File: src/rtl/wb_forward_pipe_if.sv
// Bus bundle for the write-back pipeline.
// Groups the decoded-instruction inputs, the bypass query ports and the GRF write port.
interface wb_forward_pipe_if #(
  parameter int DATA_W = 32,
  parameter int ADDR_W = 5,
  parameter int NQ     = 2
);
  // Decoded instruction entering E
  logic                   in_valid;
  logic                   stall;
  logic                   flush;
  logic [2:0]             reg_dst;
  logic [2:0]             wsel;
  logic [ADDR_W-1:0]      rt;
  logic [ADDR_W-1:0]      rd;
  logic [DATA_W-1:0]      pc;

  // Late results from the datapath
  logic [DATA_W-1:0]      alu_res;
  logic [DATA_W-1:0]      load_data;

  // Bypass query ports
  logic [NQ*ADDR_W-1:0]   q_addr;
  logic [NQ*DATA_W-1:0]   q_data;
  logic [NQ-1:0]          q_fwd;
  logic [NQ-1:0]          q_wait;

  // GRF write port
  logic                   rf_we;
  logic [ADDR_W-1:0]      rf_waddr;
  logic [DATA_W-1:0]      rf_wdata;

  modport master (
    output in_valid, stall, flush, reg_dst, wsel, rt, rd, pc,
    output alu_res, load_data, q_addr,
    input  q_data, q_fwd, q_wait, rf_we, rf_waddr, rf_wdata
  );

  modport slave (
    input  in_valid, stall, flush, reg_dst, wsel, rt, rd, pc,
    input  alu_res, load_data, q_addr,
    output q_data, q_fwd, q_wait, rf_we, rf_waddr, rf_wdata
  );
endinterface

File: src/rtl/wb_forward_pipe.sv
// Write-back pipeline E -> M -> W for the pipelined MIPS datapath.
// Carries destination address and result data per instruction, captures the
// result in the stage that produces it, drives the GRF write port from W and
// offers a combinational bypass network (forward / wait) per query port.
module wb_forward_pipe #(
  parameter int DATA_W   = 32,
  parameter int ADDR_W   = 5,
  parameter int LINK_REG = 31,
  parameter int LINK_OFF = 8,
  parameter int NQ       = 2
) (
  input  logic              clk,
  input  logic              reset,
  wb_forward_pipe_if.slave  bus
);

  localparam logic [2:0] SEL_ALU  = 3'd0;
  localparam logic [2:0] SEL_LOAD = 3'd1;
  localparam logic [2:0] SEL_LINK = 3'd2;

  // ---------------------------------------------------------------------------
  // Stage registers. W keeps no sel field: nothing downstream of W consumes it.
  // ---------------------------------------------------------------------------
  logic              e_v_q,    e_v_d;
  logic [ADDR_W-1:0] e_addr_q, e_addr_d;
  logic [2:0]        e_sel_q,  e_sel_d;
  logic [DATA_W-1:0] e_data_q, e_data_d;
  logic              e_rdy_q,  e_rdy_d;

  logic              m_v_q,    m_v_d;
  logic [ADDR_W-1:0] m_addr_q, m_addr_d;
  logic [2:0]        m_sel_q,  m_sel_d;
  logic [DATA_W-1:0] m_data_q, m_data_d;
  logic              m_rdy_q,  m_rdy_d;

  logic              w_v_q,    w_v_d;
  logic [ADDR_W-1:0] w_addr_q, w_addr_d;
  logic [DATA_W-1:0] w_data_q, w_data_d;
  logic              w_rdy_q,  w_rdy_d;

  // A stage writes only when it holds an instruction with a nonzero target.
  logic e_wr, m_wr, w_wr;
  assign e_wr = e_v_q && (e_addr_q != '0);
  assign m_wr = m_v_q && (m_addr_q != '0);
  assign w_wr = w_v_q && (w_addr_q != '0);

  // E entry: decode destination and pre-compute the link value, which is ready at once.
  always_comb begin
    e_v_d    = 1'b0;
    e_addr_d = '0;
    e_sel_d  = '0;
    e_data_d = '0;
    e_rdy_d  = 1'b0;
    if (bus.in_valid && !bus.stall) begin
      e_v_d   = 1'b1;
      e_sel_d = bus.wsel;
      case (bus.reg_dst)
        3'd0:    e_addr_d = bus.rt;
        3'd1:    e_addr_d = bus.rd;
        3'd2:    e_addr_d = ADDR_W'(LINK_REG);
        default: e_addr_d = '0;
      endcase
      // wsel 3..7 means the instruction has no result to write.
      if (bus.wsel > SEL_LINK) begin
        e_addr_d = '0;
      end
      if (bus.wsel == SEL_LINK) begin
        e_data_d = bus.pc + DATA_W'(LINK_OFF);
        e_rdy_d  = 1'b1;
      end
    end
  end

  // E -> M: flush turns M into a bubble; ALU results are captured on the way in.
  always_comb begin
    m_v_d    = 1'b0;
    m_addr_d = '0;
    m_sel_d  = '0;
    m_data_d = '0;
    m_rdy_d  = 1'b0;
    if (!bus.flush && e_v_q) begin
      m_v_d    = 1'b1;
      m_addr_d = e_addr_q;
      m_sel_d  = e_sel_q;
      m_data_d = e_data_q;
      m_rdy_d  = e_rdy_q;
      if (e_sel_q == SEL_ALU) begin
        m_data_d = bus.alu_res;
        m_rdy_d  = 1'b1;
      end
    end
  end

  // M -> W: load data is captured on the way in, so it is only ever seen from W.
  always_comb begin
    w_v_d    = 1'b0;
    w_addr_d = '0;
    w_data_d = '0;
    w_rdy_d  = 1'b0;
    if (m_v_q) begin
      w_v_d    = 1'b1;
      w_addr_d = m_addr_q;
      w_data_d = m_data_q;
      w_rdy_d  = m_rdy_q;
      if (m_sel_q == SEL_LOAD) begin
        w_data_d = bus.load_data;
        w_rdy_d  = 1'b1;
      end
    end
  end

  // Stage register update; reset discards everything in flight.
  always_ff @(posedge clk) begin
    if (reset) begin
      e_v_q    <= 1'b0;
      e_addr_q <= '0;
      e_sel_q  <= '0;
      e_data_q <= '0;
      e_rdy_q  <= 1'b0;
      m_v_q    <= 1'b0;
      m_addr_q <= '0;
      m_sel_q  <= '0;
      m_data_q <= '0;
      m_rdy_q  <= 1'b0;
      w_v_q    <= 1'b0;
      w_addr_q <= '0;
      w_data_q <= '0;
      w_rdy_q  <= 1'b0;
    end else begin
      e_v_q    <= e_v_d;
      e_addr_q <= e_addr_d;
      e_sel_q  <= e_sel_d;
      e_data_q <= e_data_d;
      e_rdy_q  <= e_rdy_d;
      m_v_q    <= m_v_d;
      m_addr_q <= m_addr_d;
      m_sel_q  <= m_sel_d;
      m_data_q <= m_data_d;
      m_rdy_q  <= m_rdy_d;
      w_v_q    <= w_v_d;
      w_addr_q <= w_addr_d;
      w_data_q <= w_data_d;
      w_rdy_q  <= w_rdy_d;
    end
  end

  // GRF write port straight from W, forced to zero when W does not write.
  assign bus.rf_we    = w_wr;
  assign bus.rf_waddr = w_wr ? w_addr_q : '0;
  assign bus.rf_wdata = w_wr ? w_data_q : '0;

  // ---------------------------------------------------------------------------
  // Bypass network: one independent search per query port.
  // ---------------------------------------------------------------------------
  logic [NQ-1:0]        q_fwd_c;
  logic [NQ-1:0]        q_wait_c;
  logic [NQ*DATA_W-1:0] q_data_c;

  genvar gi;
  generate
    for (gi = 0; gi < NQ; gi++) begin : g_query
      logic [ADDR_W-1:0] qa;
      logic              fwd;
      logic              wt;
      logic [DATA_W-1:0] dat;

      assign qa = bus.q_addr[gi*ADDR_W +: ADDR_W];

      // Youngest writing match wins; a not-ready youngest match blocks older ready ones.
      always_comb begin
        fwd = 1'b0;
        wt  = 1'b0;
        dat = '0;
        if (qa != '0) begin
          if (e_wr && (e_addr_q == qa)) begin
            fwd = e_rdy_q;
            wt  = !e_rdy_q;
            dat = e_rdy_q ? e_data_q : '0;
          end else if (m_wr && (m_addr_q == qa)) begin
            fwd = m_rdy_q;
            wt  = !m_rdy_q;
            dat = m_rdy_q ? m_data_q : '0;
          end else if (w_wr && (w_addr_q == qa)) begin
            fwd = w_rdy_q;
            wt  = !w_rdy_q;
            dat = w_rdy_q ? w_data_q : '0;
          end
        end
      end

      assign q_fwd_c[gi]                    = fwd;
      assign q_wait_c[gi]                   = wt;
      assign q_data_c[gi*DATA_W +: DATA_W]  = dat;
    end
  endgenerate

  assign bus.q_fwd  = q_fwd_c;
  assign bus.q_wait = q_wait_c;
  assign bus.q_data = q_data_c;

endmodule

File: src/flat_wrapper.sv
// flat-port wrapper written by rule: the top's interface ports become plain ports
module wb_forward_pipe_flat 
#(
  parameter int DATA_W   = 32,
  parameter int ADDR_W   = 5,
  parameter int LINK_REG = 31,
  parameter int LINK_OFF = 8,
  parameter int NQ       = 2
)
  (clk, reset, bus_in_valid, bus_stall, bus_flush, bus_reg_dst, bus_wsel, bus_rt, bus_rd, bus_pc, bus_alu_res, bus_load_data, bus_q_addr, bus_q_data, bus_q_fwd, bus_q_wait, bus_rf_we, bus_rf_waddr, bus_rf_wdata);
  wb_forward_pipe_if #(.DATA_W(DATA_W), .ADDR_W(ADDR_W), .NQ(NQ)) bus_i ();
  input  logic clk;
  input  logic reset;
  input wire logic [$bits(bus_i.in_valid)-1:0] bus_in_valid;
  input wire logic [$bits(bus_i.stall)-1:0] bus_stall;
  input wire logic [$bits(bus_i.flush)-1:0] bus_flush;
  input wire logic [$bits(bus_i.reg_dst)-1:0] bus_reg_dst;
  input wire logic [$bits(bus_i.wsel)-1:0] bus_wsel;
  input wire logic [$bits(bus_i.rt)-1:0] bus_rt;
  input wire logic [$bits(bus_i.rd)-1:0] bus_rd;
  input wire logic [$bits(bus_i.pc)-1:0] bus_pc;
  input wire logic [$bits(bus_i.alu_res)-1:0] bus_alu_res;
  input wire logic [$bits(bus_i.load_data)-1:0] bus_load_data;
  input wire logic [$bits(bus_i.q_addr)-1:0] bus_q_addr;
  output wire logic [$bits(bus_i.q_data)-1:0] bus_q_data;
  output wire logic [$bits(bus_i.q_fwd)-1:0] bus_q_fwd;
  output wire logic [$bits(bus_i.q_wait)-1:0] bus_q_wait;
  output wire logic [$bits(bus_i.rf_we)-1:0] bus_rf_we;
  output wire logic [$bits(bus_i.rf_waddr)-1:0] bus_rf_waddr;
  output wire logic [$bits(bus_i.rf_wdata)-1:0] bus_rf_wdata;
  assign bus_i.in_valid = bus_in_valid;
  assign bus_i.stall = bus_stall;
  assign bus_i.flush = bus_flush;
  assign bus_i.reg_dst = bus_reg_dst;
  assign bus_i.wsel = bus_wsel;
  assign bus_i.rt = bus_rt;
  assign bus_i.rd = bus_rd;
  assign bus_i.pc = bus_pc;
  assign bus_i.alu_res = bus_alu_res;
  assign bus_i.load_data = bus_load_data;
  assign bus_i.q_addr = bus_q_addr;
  assign bus_q_data = bus_i.q_data;
  assign bus_q_fwd = bus_i.q_fwd;
  assign bus_q_wait = bus_i.q_wait;
  assign bus_rf_we = bus_i.rf_we;
  assign bus_rf_waddr = bus_i.rf_waddr;
  assign bus_rf_wdata = bus_i.rf_wdata;
  wb_forward_pipe #(.DATA_W(DATA_W), .ADDR_W(ADDR_W), .LINK_REG(LINK_REG), .LINK_OFF(LINK_OFF), .NQ(NQ)) u_core (.clk(clk), .reset(reset), .bus(bus_i));
endmodule
File: config.mk
export PLATFORM = sky130hd
export DESIGN_NAME = wb_forward_pipe_flat
export DESIGN_NICKNAME = d
export VERILOG_FILES = /design/src/rtl/wb_forward_pipe_if.sv /design/src/rtl/wb_forward_pipe.sv /design/src/flat_wrapper.sv
export SDC_FILE = /design/constraint.sdc
export NUM_CORES = 1
export LEC_CHECK = 0
export CORE_UTILIZATION = 46
export DETAILED_ROUTE_END_ITERATION = 8
export PLACE_DENSITY = 0.78
export RECOVER_POWER = 100
export SETUP_SLACK_MARGIN = 0.5
export SKIP_CTS_REPAIR_TIMING = 1
export SLEW_MARGIN = 40
export SYNTH_ARGS = -nofsm -noshare
export SYNTH_HDL_FRONTEND = slang
export SYNTH_SLANG_ARGS = --single-unit
File: constraint.sdc
create_clock -name clk -period 3 [get_ports clk]
set_input_delay 0.6 -clock clk [delete_from_list [all_inputs] [get_ports clk]]
set_output_delay 0.6 -clock clk [all_outputs]
set_load 0.02 [all_outputs]
Word level (Yosys, flattened, before mapping) --
Index checks and enable logic that the tools add are counted.
Word-level totals: bits in registers 123, bits in latches 0, bits in writable memories 0, bits in read-only memories 0, input port bits 127, logic and storage cells 96, memories kept 0
Operators by class: add/subtract/negate cells 1, multiply operators 0, divide/modulo/power cells 0, order comparisons 1, equality and inequality tests 10, shift operators 0, multiplexer cells 38, bitwise logic cells 4, reduce and logical (&&, ||, !) cells 28
Operator list (number):
- $mux W32 | 14
- $add A32 B4 Y32 const B | 1
- $eq A5 B5 Y1 | 6
- $reduce_bool A5 Y1 | 5
- $mux W1 | 22
- $pmux W5 S3 | 1
- $logic_and A1 B1 Y1 | 11
- $eq A3 B1 Y1 const B | 2
- $eq A3 B2 Y1 const B | 2
- $logic_not A3 Y1 | 2
- $reduce_or A2 Y1 | 3
- $reduce_or A3 Y1 | 2
- $logic_not A1 Y1 | 5
- $mux W5 | 1
- $not A1 Y1 | 4
- $gt A3 B2 Y1 const B | 1

Longest topological paths before layout --
Gate-level depths: netlist (run 1).
word-level depth 7, gate-level depth with buffers 8, mapped depth without buffers 6

Least setup slack after synthesis (run 1) --
OpenSTA, ideal clock, no wires.
path kind input to output, start point in bus_q_addr[5], end point out bus_q_data[40], data arrival time 2.345 ns, path slack 0.055 ns, stages on the path 7, path buffers 2, path through xor2_1 > nor2_1 > nor4bb_1 > clkbuf_1 > clkbuf_1 > a21oi_1 > a221oi_1
Between the ends: cells in the longest elaborated chain, start to end 6, elaborated cells between the ends (all ways) 11, those cells by class eq/ne (3); mux (4); reduce/logical (4)
Ends and longest elaborated chain:
- start: declaration | line flat_wrapper.sv:24 | input wire logic [$bits(bus_i.q_addr)-1:0] bus_q_addr;
- $eq A5 B5 Y1 | line wb_forward_pipe.sv:183 | end else if (w_wr && (w_addr_q == qa)) begin
- $logic_and A1 B1 Y1 | line wb_forward_pipe.sv:183
- $mux W32 | line wb_forward_pipe.sv:183
- $mux W32 | line wb_forward_pipe.sv:179 | end else if (m_wr && (m_addr_q == qa)) begin
- $mux W32 | line wb_forward_pipe.sv:175 | if (e_wr && (e_addr_q == qa)) begin
- $mux W32 (*) | line wb_forward_pipe.sv:174 | if (qa != '0) begin
- end: declaration | line flat_wrapper.sv:25 | output wire logic [$bits(bus_i.q_data)-1:0] bus_q_data;
Every way passes the cells marked *; elsewhere a longest branch is shown, timed or not.

Final worst setup path (run 1) --
start point reg u_core.m_addr_q[0], end point out bus_q_data[39]
Between the ends: cells in the longest elaborated chain, start to end 6, elaborated cells between the ends (all ways) 7, those cells by class eq/ne (1); mux (3); reduce/logical (3)
Ends and longest elaborated chain:
- start: declaration | line wb_forward_pipe.sv:31 | logic [ADDR_W-1:0] m_addr_q, m_addr_d;
- start signal: assignment | line wb_forward_pipe.sv:136 | m_addr_q <= m_addr_d;
- $reduce_bool A5 Y1 | line wb_forward_pipe.sv:44 | assign m_wr = m_v_q && (m_addr_q != '0);
- $logic_and A1 B1 Y1 | line wb_forward_pipe.sv:44
- $logic_and A1 B1 Y1 (*) | line wb_forward_pipe.sv:179
- $mux W32 (*) | line wb_forward_pipe.sv:179
- $mux W32 (*) | line wb_forward_pipe.sv:175
- $mux W32 (*) | line wb_forward_pipe.sv:174
Marks and branches as above.

==> run summary, run 1 <==
=================================================================================================================
WL per Instance                                                                                           23.8 um
Worst flop-to-flop path startpoint                                                                   u_core.m_v_q$_SDFF_PP0_
LEAKAGE                                                                                                   4.97 nW
Seq/Total Area, Yosys                                                                                       0.360
Number of DRC markers after the initial detailed-route iteration                                             1175
Average cell area after synthesis                                                                       7.68 um^2
Sw power                                                                                                  1.00 mW
Finish-stage setup viols                                                                                       70
Largest family of logic cells by synthesized area                                                    simple AND/OR/NAND/NOR gates
Total I/O pin count                                                                                           233
Effective utilization at floorplan                                                                          0.470
Number of synthesized flops with an enable pin                                                                  0
Maximum number of pins on one net before global-route repair                                                   43
Slack of the worst reg-to-reg path                                                                         520 ps
Arithmetic-cell share of the synthesized area counting full adders, half adders and majority gates        0.00183
Slowest stage cell on the critical path                                                              sky130_fd_sc_hd__a221oi_4
Sequential group share of total power                                                                       0.393
Max Cap Violations                                                                                              1
RSZ-0062 raised after global routing                                                                          yes
Sum of routed wire segments on met1                                                                      12300 um
Final cell area excluding filler cells                                                                 12800 um^2
TritonCTS clock tree                                                                                          yes
Proportion of register bits with asynchronous set or reset after synthesis                                      0
Maximum vdd ir drop                                                                                    0.000406 V
Number of optimization iterations in the first detailed-route pass                                              8
Count of H-tree levels built during CTS                                                                         4
Peak clock frequency supported by timing                                                                  284 MHz
Antenna violations before repair                                                                                0
Most frequently used flop master after synthesis                                                     sky130_fd_sc_hd__dfxtp_1
Max Buffers Root-to-Sink                                                                                        2
Share of layout cells above drive strength 1                                                                0.369
Part of the power in the clock network                                                                      0.513
Slew Limit Fails                                                                                               26
Leading cell types in the layout, fill and taps excluded                                             177 x sky130_fd_sc_hd__nand2_1, 119 x sky130_fd_sc_hd__dfxtp_1, 115 x sky130_fd_sc_hd__clkdlybuf4s50_1
Yosys synthesis warning count                                                                                   0
Most frequent standard cell in the layout excluding fill and tap cells                               sky130_fd_sc_hd__nand2_1
Row count                                                                                                      44
CP max stage delay                                                                                         470 ps
Cell internal power dissipation                                                                           3.21 mW
Post-synthesis cell count                                                                                     890
Synth Area in Simple Gates                                                                                  0.283
Antenna-violating nets left                                                                                     0
Routability-driven placement congestion ratio                                                               0.922
Overall fraction of global-route tracks in use                                                              0.356
Number of cells in the design after placement                                                                1336
Area of the placeable core                                                                             14500 um^2
Worst Path Arrival                                                                                        2920 ps
Category of the most critical setup path                                                                  reg2out
Sinks on Clock Net                                                                                            123
Filler cells                                                                                                  728
First-pass GRT wire length                                                                               40700 um
Capturing point of the worst reg2reg path                                                            u_core.w_data_q[22]$_SDFF_PP0_
Series of cell instances along the critical path                                                     buf_4 -> buf_8 -> nor4_4 -> a211oi_2 -> a211oi_4 -> buf_6 -> buf_6 -> clkbuf_16 -> nand3_4 -> a221oi_4 -> buf_6
Cell area after technology mapping                                                                      6840 um^2
Clock insertion delay at the later pin of the skew report                                                  430 ps
Remaining global-route overflow                                                                                 0
Master cell of the clock root buffer                                                                 sky130_fd_sc_hd__clkbuf_16
Proportion of synthesized area in mux cells                                                                     0
# DRC                                                                                                           0
Switching Share                                                                                             0.238
Critical Path Most Common Cell                                                                       sky130_fd_sc_hd__buf_6
Count of final hold-check violations                                                                            0
Critical path startpoint                                                                             u_core.m_addr_q[0]$_SDFF_PP0_
Die Y-Extent                                                                                               124 um
Highest metal used                                                                                           met4
Worst Skew                                                                                                9.88 ps
Minimum clock period after layout                                                                         3520 ps
Number of distinct library cells after synthesis                                                               49
Clock buffer count from CTS                                                                                    17
Net count, final                                                                                             1328
Relative slew margins                                                                                     -0.0310
Number of inserted diodes                                                                                       0
Vias per cell                                                                                                6.25
Fraction of power consumed by combinational cells                                                           0.094
Worst hold slack                                                                                           454 ps
Vias                                                                                                         8734
Die Footprint                                                                                          15400 um^2
Post-placement cell area                                                                               11300 um^2
Half-perimeter wire length of the detailed placement result                                              19500 um
Power consumption                                                                                         4.22 mW
Result of the run                                                                                    finished with violations
Largest fanout on the critical path                                                                             5
Synth Area in XOR/XNOR                                                                                     0.0717
Violated checks                                                                                      capacitance limit, slew limit, setup timing
Non-Filler Instances                                                                                         1397
Syn-to-layout area delta                                                                                    86.8%
Worst setup EP type                                                                                   output port
Post-route setup slack                                                                                    -523 ps
Type of the worst min-delay path                                                                          reg2reg
Final wirelength                                                                                         33200 um
Worst path required time                                                                                  2400 ps
Synthesized-area fraction occupied by ao, oa, aoi and oai cells                                             0.223
IO Port Bufs                                                                                                  232
Final clock period utilization by the worst path                                                             1.17
Power density over cell area                                                                          330 nW/um^2
Worst reg-to-reg path cell count                                                                                4
Net count after synthesis                                                                                    1018
Launching element type of the critical path                                                             flip-flop
Die extent in x                                                                                            124 um
Number of global-route vias before repair                                                                    7660
Met2 Routed Length                                                                                       15300 um
Destination of the critical timing path                                                              bus_q_data[39]
Routed length on met3                                                                                     3580 um
Slew at the pin closest to its max-slew limit                                                             1550 ps
Register bit total from synthesis                                                                             123
Clock transition at the registers of the reported paths                                                     60 ps
=================================================================================================================
==> area by class of cell <==
class	instances	area, um^2	share of cell area
multi-input combinational	680	5670	0.444
timing repair buffer	369	3750	0.294
clock buffer	19	453	0.0355
inverter	9	33.8	0.00264
clock inverter	13	168	0.0131
tap	184	230	0.0180
sequential	123	2470	0.193
==> per-layer routing <==
layer,GRT usage,up-vias
li1,-,3767
met1,0.446,4110
met2,0.589,669
met3,0.0659,188
met4,0.173,0
met5,0,-
==> synthesized netlist by cell type (2+ instances only) <==
cell                       number  area (um^2)
sky130_fd_sc_hd__nand3_1       40          200
sky130_fd_sc_hd__and4_1         2         17.5
sky130_fd_sc_hd__or4_1          4         30.0
sky130_fd_sc_hd__and3_1        30          188
sky130_fd_sc_hd__a221oi_1      54          473
sky130_fd_sc_hd__a21oi_1      114          571
sky130_fd_sc_hd__nand4_1       10         62.6
sky130_fd_sc_hd__buf_4          4         30.0
sky130_fd_sc_hd__nand2b_1       6         37.5
sky130_fd_sc_hd__buf_2          7         35.0
sky130_fd_sc_hd__clkbuf_1      57          214
sky130_fd_sc_hd__nor3b_1        2         15.0
sky130_fd_sc_hd__a211oi_2       3         37.5
sky130_fd_sc_hd__and2_1        48          300
sky130_fd_sc_hd__buf_6          4         45.0
sky130_fd_sc_hd__nor3_1         7         35.0
sky130_fd_sc_hd__inv_1          9         33.8
sky130_fd_sc_hd__nor2_1        42          158
sky130_fd_sc_hd__xnor2_1       22          193
sky130_fd_sc_hd__dfxtp_1      123         2460
sky130_fd_sc_hd__xor2_1        34          298
sky130_fd_sc_hd__buf_1          3         11.3
sky130_fd_sc_hd__o21ai_0        2         10.0
sky130_fd_sc_hd__a221oi_2      12          180
sky130_fd_sc_hd__a211oi_1      27          203
sky130_fd_sc_hd__nand2_1      194          728
sky130_fd_sc_hd__nor4_1         5         31.3
sky130_fd_sc_hd__nor4b_1        2         17.5
sky130_fd_sc_hd__or3_1          3         18.8
==> per-stage QoR <==
step | setup slack [ps] | TNS (ps) | utilization
floorplan | 308 | 0 | -
finish | -523 | -19230 | 0.879
detailed placement | -876 | -51910 | 0.780
global placement | -864 | -49910 | 0.780
global route | -631 | -22730 | 0.879
CTS | -876 | -55150 | 0.823
==> logic make-up after synthesis <==
logic type,Yosys count
flip-flops,123
AND/OR/NAND/NOR,405
adder cells (fa/ha/maj),1
buffers and inverters,88
AO/OA/AOI/OAI,217
XOR/XNOR,56
==> worst min path at each step <==
stage                     slack (ps)  cells past startpoint                             end                           start
after floorplan                  440                      2   u_core.m_data_q[0]$_SDFF_PP0_   u_core.e_data_q[0]$_SDFF_PP0_
after global placement           440                      2  u_core.m_data_q[25]$_SDFF_PP0_  u_core.e_data_q[25]$_SDFF_PP0_
after detailed placement         450                      2  u_core.m_data_q[25]$_SDFF_PP0_  u_core.e_data_q[25]$_SDFF_PP0_
after CTS                        450                      2  u_core.m_data_q[25]$_SDFF_PP0_  u_core.e_data_q[25]$_SDFF_PP0_
after global routing             490                      2  u_core.m_data_q[30]$_SDFF_PP0_  u_core.e_data_q[30]$_SDFF_PP0_
final                            450                      2  u_core.m_data_q[25]$_SDFF_PP0_  u_core.e_data_q[25]$_SDFF_PP0_
==> power groups by stage <==
| stage | logic (mW) | clock network (mW) | registers [mW] |
|---|---|---|---|
| 2_1_floorplan | 0.125 | 0 | 1.69 |
| 3_3_place_gp | 0.366 | 0 | 1.69 |
| 3_5_place_dp | 0.370 | 0 | 1.69 |
| 4_1_cts | 0.372 | 2.14 | 1.65 |
| 5_1_grt | 0.418 | 2.24 | 1.66 |
| 6_report | 0.396 | 2.16 | 1.66 |
==> flip-flops by register name, indices dropped and copies added, names as in the netlist <==
signal,cells
u_core.e_addr_q,5
u_core.e_v_q,1
u_core.m_rdy_q,1
u_core.m_sel_q,3
u_core.w_rdy_q,1
u_core.w_addr_q,5
u_core.w_data_q,32
u_core.w_v_q,1
u_core.m_v_q,1
u_core.e_data_q,32
u_core.m_data_q,32
u_core.e_sel_q,3
u_core.m_addr_q,5
u_core.e_rdy_q,1
==> worst max-delay path, delay by kind of cell (launching register included) <==
kind	cells	cell delay, ps
AO/OA/AOI/OAI	3	880
buffers and inverters	6	910
AND/OR/NAND/NOR	2	380
flip-flops	1	320
Power figures use the tool's default switching activity.
==> run 2: changes to the inputs <==
--- a/config.mk
+++ b/config.mk
@@ -5,6 +5,7 @@
 export SDC_FILE = /design/constraint.sdc
 export NUM_CORES = 1
 export LEC_CHECK = 0
+export CORE_MARGIN = 10
 export CORE_UTILIZATION = 46
 export DETAILED_ROUTE_END_ITERATION = 8
 export PLACE_DENSITY = 0.78
==> run 2 against run 1 <==
Effect of this change:
- the run still ends with capacitance limit, slew limit, setup timing left
- clock skew increased by 1.2 ps
- non-clock buffer count is 38 higher
- highest routed layer unchanged
- first-iteration DRC count fell by 0.34%
- count of clock-buffer cells in the layout is the same
- flip-flop and latch count unchanged
- critical endpoint is now bus_q_fwd[0]
==> run summary, run 2 (synthesis results as in run 1) <==
=====================================================================================
Sw power                                                                     0.987 mW   was 1.00 mW
Effective utilization at floorplan                                              0.470   unchanged
Switching Share                                                                 0.237   was 0.238
IO Port Bufs                                                                      232   unchanged
Half-perimeter wire length of the detailed placement result                  22800 um   was 19500 um
Area of the placeable core                                                 14500 um^2   unchanged
Worst Setup Slack post-DPL                                                    -885 ps   was -876 ps
Peak clock frequency supported by timing                                      284 MHz   about the same
Category of the most critical setup path                                      reg2out   unchanged
Most frequent standard cell in the layout excluding fill and tap cells   sky130_fd_sc_hd__nand2_1   unchanged
WL per Instance                                                               27.3 um   was 23.8 um
Utilization of the core after routing                                           0.915   was 0.879
Number of optimization iterations in the first detailed-route pass                  6   was 8
Number of DRC markers after the initial detailed-route iteration                 1171   was 1175
Final wirelength                                                             39100 um   was 33200 um
Overall fraction of global-route tracks in use                                  0.292   was 0.356
RSZ-0062 raised after global routing                                              yes   unchanged
Worst flop-to-flop path startpoint                                       u_core.e_v_q$_SDFF_PP0_   was u_core.m_v_q$_SDFF_PP0_
Capturing point of the worst reg2reg path                                u_core.m_data_q[12]$_SDFF_PP0_   was u_core.w_data_q[22]$_SDFF_PP0_
First-pass GRT wire length                                                   46700 um   was 40700 um
Worst min-delay path startpoint                                          u_core.e_data_q[0]$_SDFF_PP0_   was u_core.e_data_q[25]$_SDFF_PP0_
Worst Path Arrival                                                            2920 ps   about the same
Part of the power in the clock network                                          0.504   was 0.513
Cell internal power dissipation                                               3.18 mW   was 3.21 mW
Master cell of the clock root buffer                                     sky130_fd_sc_hd__clkbuf_16   unchanged
Post-route setup slack                                                        -524 ps   was -523 ps
Net count, final                                                                 1365   was 1328
Clock buffer count from CTS                                                        17   unchanged
Syn-to-layout area delta                                                        94.6%   was 86.8%
Hold Path Stages                                                                    2   unchanged
Critical Path Most Common Cell                                           sky130_fd_sc_hd__buf_4   was sky130_fd_sc_hd__buf_6
Die Y-Extent                                                                   142 um   was 124 um
Worst hold path endpoint                                                 u_core.m_data_q[0]$_SDFF_PP0_   was u_core.m_data_q[25]$_SDFF_PP0_
LEAKAGE                                                                       4.98 nW   was 4.97 nW
Final clock period utilization by the worst path                                 1.17   about the same
Series of cell instances along the critical path                         or4_4 -> buf_6 -> o211ai_1 -> buf_4 -> nor4b_4 -> buf_4 -> buf_12 -> a211oi_1 -> a21oi_1 -> buf_4   was buf_4 -> buf_8 -> nor4_4 -> a211oi_2 -> a211oi_4 -> buf_6 -> buf_6 -> clkbuf_16 -> nand3_4 -> a221oi_4 -> buf_6
Worst reg-to-reg path cell count                                                    4   unchanged
Count of H-tree levels built during CTS                                             4   unchanged
Maximum number of pins on one net before global-route repair                       36   was 43
Sinks on Clock Net                                                                123   unchanged
Leading cell types in the layout, fill and taps excluded                 182 x sky130_fd_sc_hd__nand2_1, 118 x sky130_fd_sc_hd__dfxtp_1, 116 x sky130_fd_sc_hd__buf_4   was 177 x sky130_fd_sc_hd__nand2_1, 119 x sky130_fd_sc_hd__dfxtp_1, 115 x sky130_fd_sc_hd__clkdlybuf4s50_1
Routability-driven placement congestion ratio                                   0.967   was 0.922
Relative slew margins                                                         -0.0270   was -0.0310
Clock transition at the registers of the reported paths                         60 ps   about the same
Type of the worst min-delay path                                              reg2reg   unchanged
Finish-stage setup viols                                                           75   was 70
Critical path's top delay family                                         buffers and inverters   unchanged
Power density over cell area                                              313 nW/um^2   was 330 nW/um^2
Antenna-violating nets left                                                         0   unchanged
Slew Limit Fails                                                                   24   was 26
CP max stage delay                                                             550 ps   was 470 ps
Count of final hold-check violations                                                0   unchanged
TritonCTS clock tree                                                              yes   unchanged
Slack of the worst reg-to-reg path                                             900 ps   was 520 ps
Slew at the pin closest to its max-slew limit                                 1540 ps   was 1550 ps
Leading registers by flop count                                          u_core.e_data_q: 32 flops, u_core.m_data_q: 32 flops, u_core.w_data_q: 32 flops   unchanged
Result of the run                                                        finished with violations   unchanged
Sequential group share of total power                                           0.397   was 0.393
Worst path required time                                                      2400 ps   about the same
Violated checks                                                          capacitance limit, slew limit, setup timing   unchanged
Vias per cell                                                                    6.55   was 6.25
Post-placement cell area                                                   11500 um^2   was 11300 um^2
Final cell area excluding filler cells                                     13300 um^2   was 12800 um^2
Share of layout cells above drive strength 1                                    0.408   was 0.369
Total I/O pin count                                                               233   unchanged
Worst Skew                                                                    11.1 ps   was 9.88 ps
Worst setup EP type                                                       output port   unchanged
Die extent in x                                                                142 um   was 124 um
Total negative setup slack                                                  -21970 ps   was -19230 ps
Antenna violations before repair                                                    3   was 0
Number of global-route vias before repair                                        8433   was 7660
Slowest stage cell on the critical path                                  sky130_fd_sc_hd__or4_4   was sky130_fd_sc_hd__a221oi_4
Max Cap Violations                                                                  1   unchanged
# DRC                                                                               0   unchanged
Max Buffers Root-to-Sink                                                            2   unchanged
Clock insertion delay at the later pin of the skew report                      420 ps   was 430 ps
Die Footprint                                                              20100 um^2   was 15400 um^2
Row count                                                                          44   unchanged
Remaining global-route overflow                                                     0   unchanged
Minimum clock period after layout                                             3520 ps   about the same
Fraction of power consumed by combinational cells                               0.099   was 0.094
Largest fanout on the critical path                                                12   was 5
Maximum vdd ir drop                                                        0.000383 V   was 0.000406 V
Launching element type of the critical path                                 flip-flop   unchanged
Vias                                                                             9397   was 8734
Bufs and invs on worst path                                                         5   was 6
=====================================================================================
==> run 2: layout make-up <==
type                    instances  area [um^2]
diodes                          2         5.00
clock buffers                  19          443
clock inverters                12          149
fillers                       549         1230
inverters                       9         33.8
multi-input cells             679         5740
flip-flops and latches        123         2470
well taps                     184          230
repair buffers                407         4230
==> run 2: how the worst max path moves through the flow <==
stage | start | to | depth (start not counted)
2_1_floorplan | bus_q_addr[1] | bus_q_data[14] | 4
3_3_place_gp | bus_q_addr[7] | bus_q_data[42] | 8
3_5_place_dp | bus_q_addr[7] | bus_q_data[56] | 8
4_1_cts | bus_q_addr[0] | bus_q_data[4] | 9
5_1_grt | u_core.m_addr_q[3]$_SDFF_PP0_ | bus_q_data[23] | 8
6_report | u_core.m_addr_q[3]$_SDFF_PP0_ | bus_q_fwd[0] | 10
==> run 2: power by group through the flow <==
stage          Clock [mW]  Sequential [mW]  Combinational [mW]
2_1_floorplan           0             1.69               0.125
3_3_place_gp            0             1.69               0.371
3_5_place_dp            0             1.69               0.375
4_1_cts              2.08             1.65               0.379
5_1_grt              2.15             1.66               0.430
6_report             2.10             1.66               0.413
==> run 2: worst register-to-register path, cell delays in order (launching register included) <==
cell and delay [ps]:
sky130_fd_sc_hd__dfxtp_1 340, sky130_fd_sc_hd__buf_4 170, sky130_fd_sc_hd__nand2_1 80, sky130_fd_sc_hd__clkbuf_1 1130, sky130_fd_sc_hd__a21oi_1 170
==> run 2: metal layers <==
metal | wire [um] | share of wire | up-vias | track usage
met5 | 0 | 0 | - | 0
met4 | 2900 | 0.074 | 0 | 0.143
met3 | 4540 | 0.12 | 287 | 0.0678
met2 | 18200 | 0.46 | 847 | 0.481
met1 | 13500 | 0.35 | 4426 | 0.350
li1 | - | - | 3837 | -
==> run 2: through the flow <==
| step | total power [mW] | cells | hold slack [ps] |
|---|---|---|---|
| floorplan | 1.81 | 890 | 436 |
| global placement | 2.06 | 1353 | 443 |
| detailed placement | 2.06 | 1353 | 449 |
| CTS | 4.11 | 1384 | 457 |
| global route | 4.24 | 1433 | 485 |
| finish | 4.17 | 1435 | 463 |
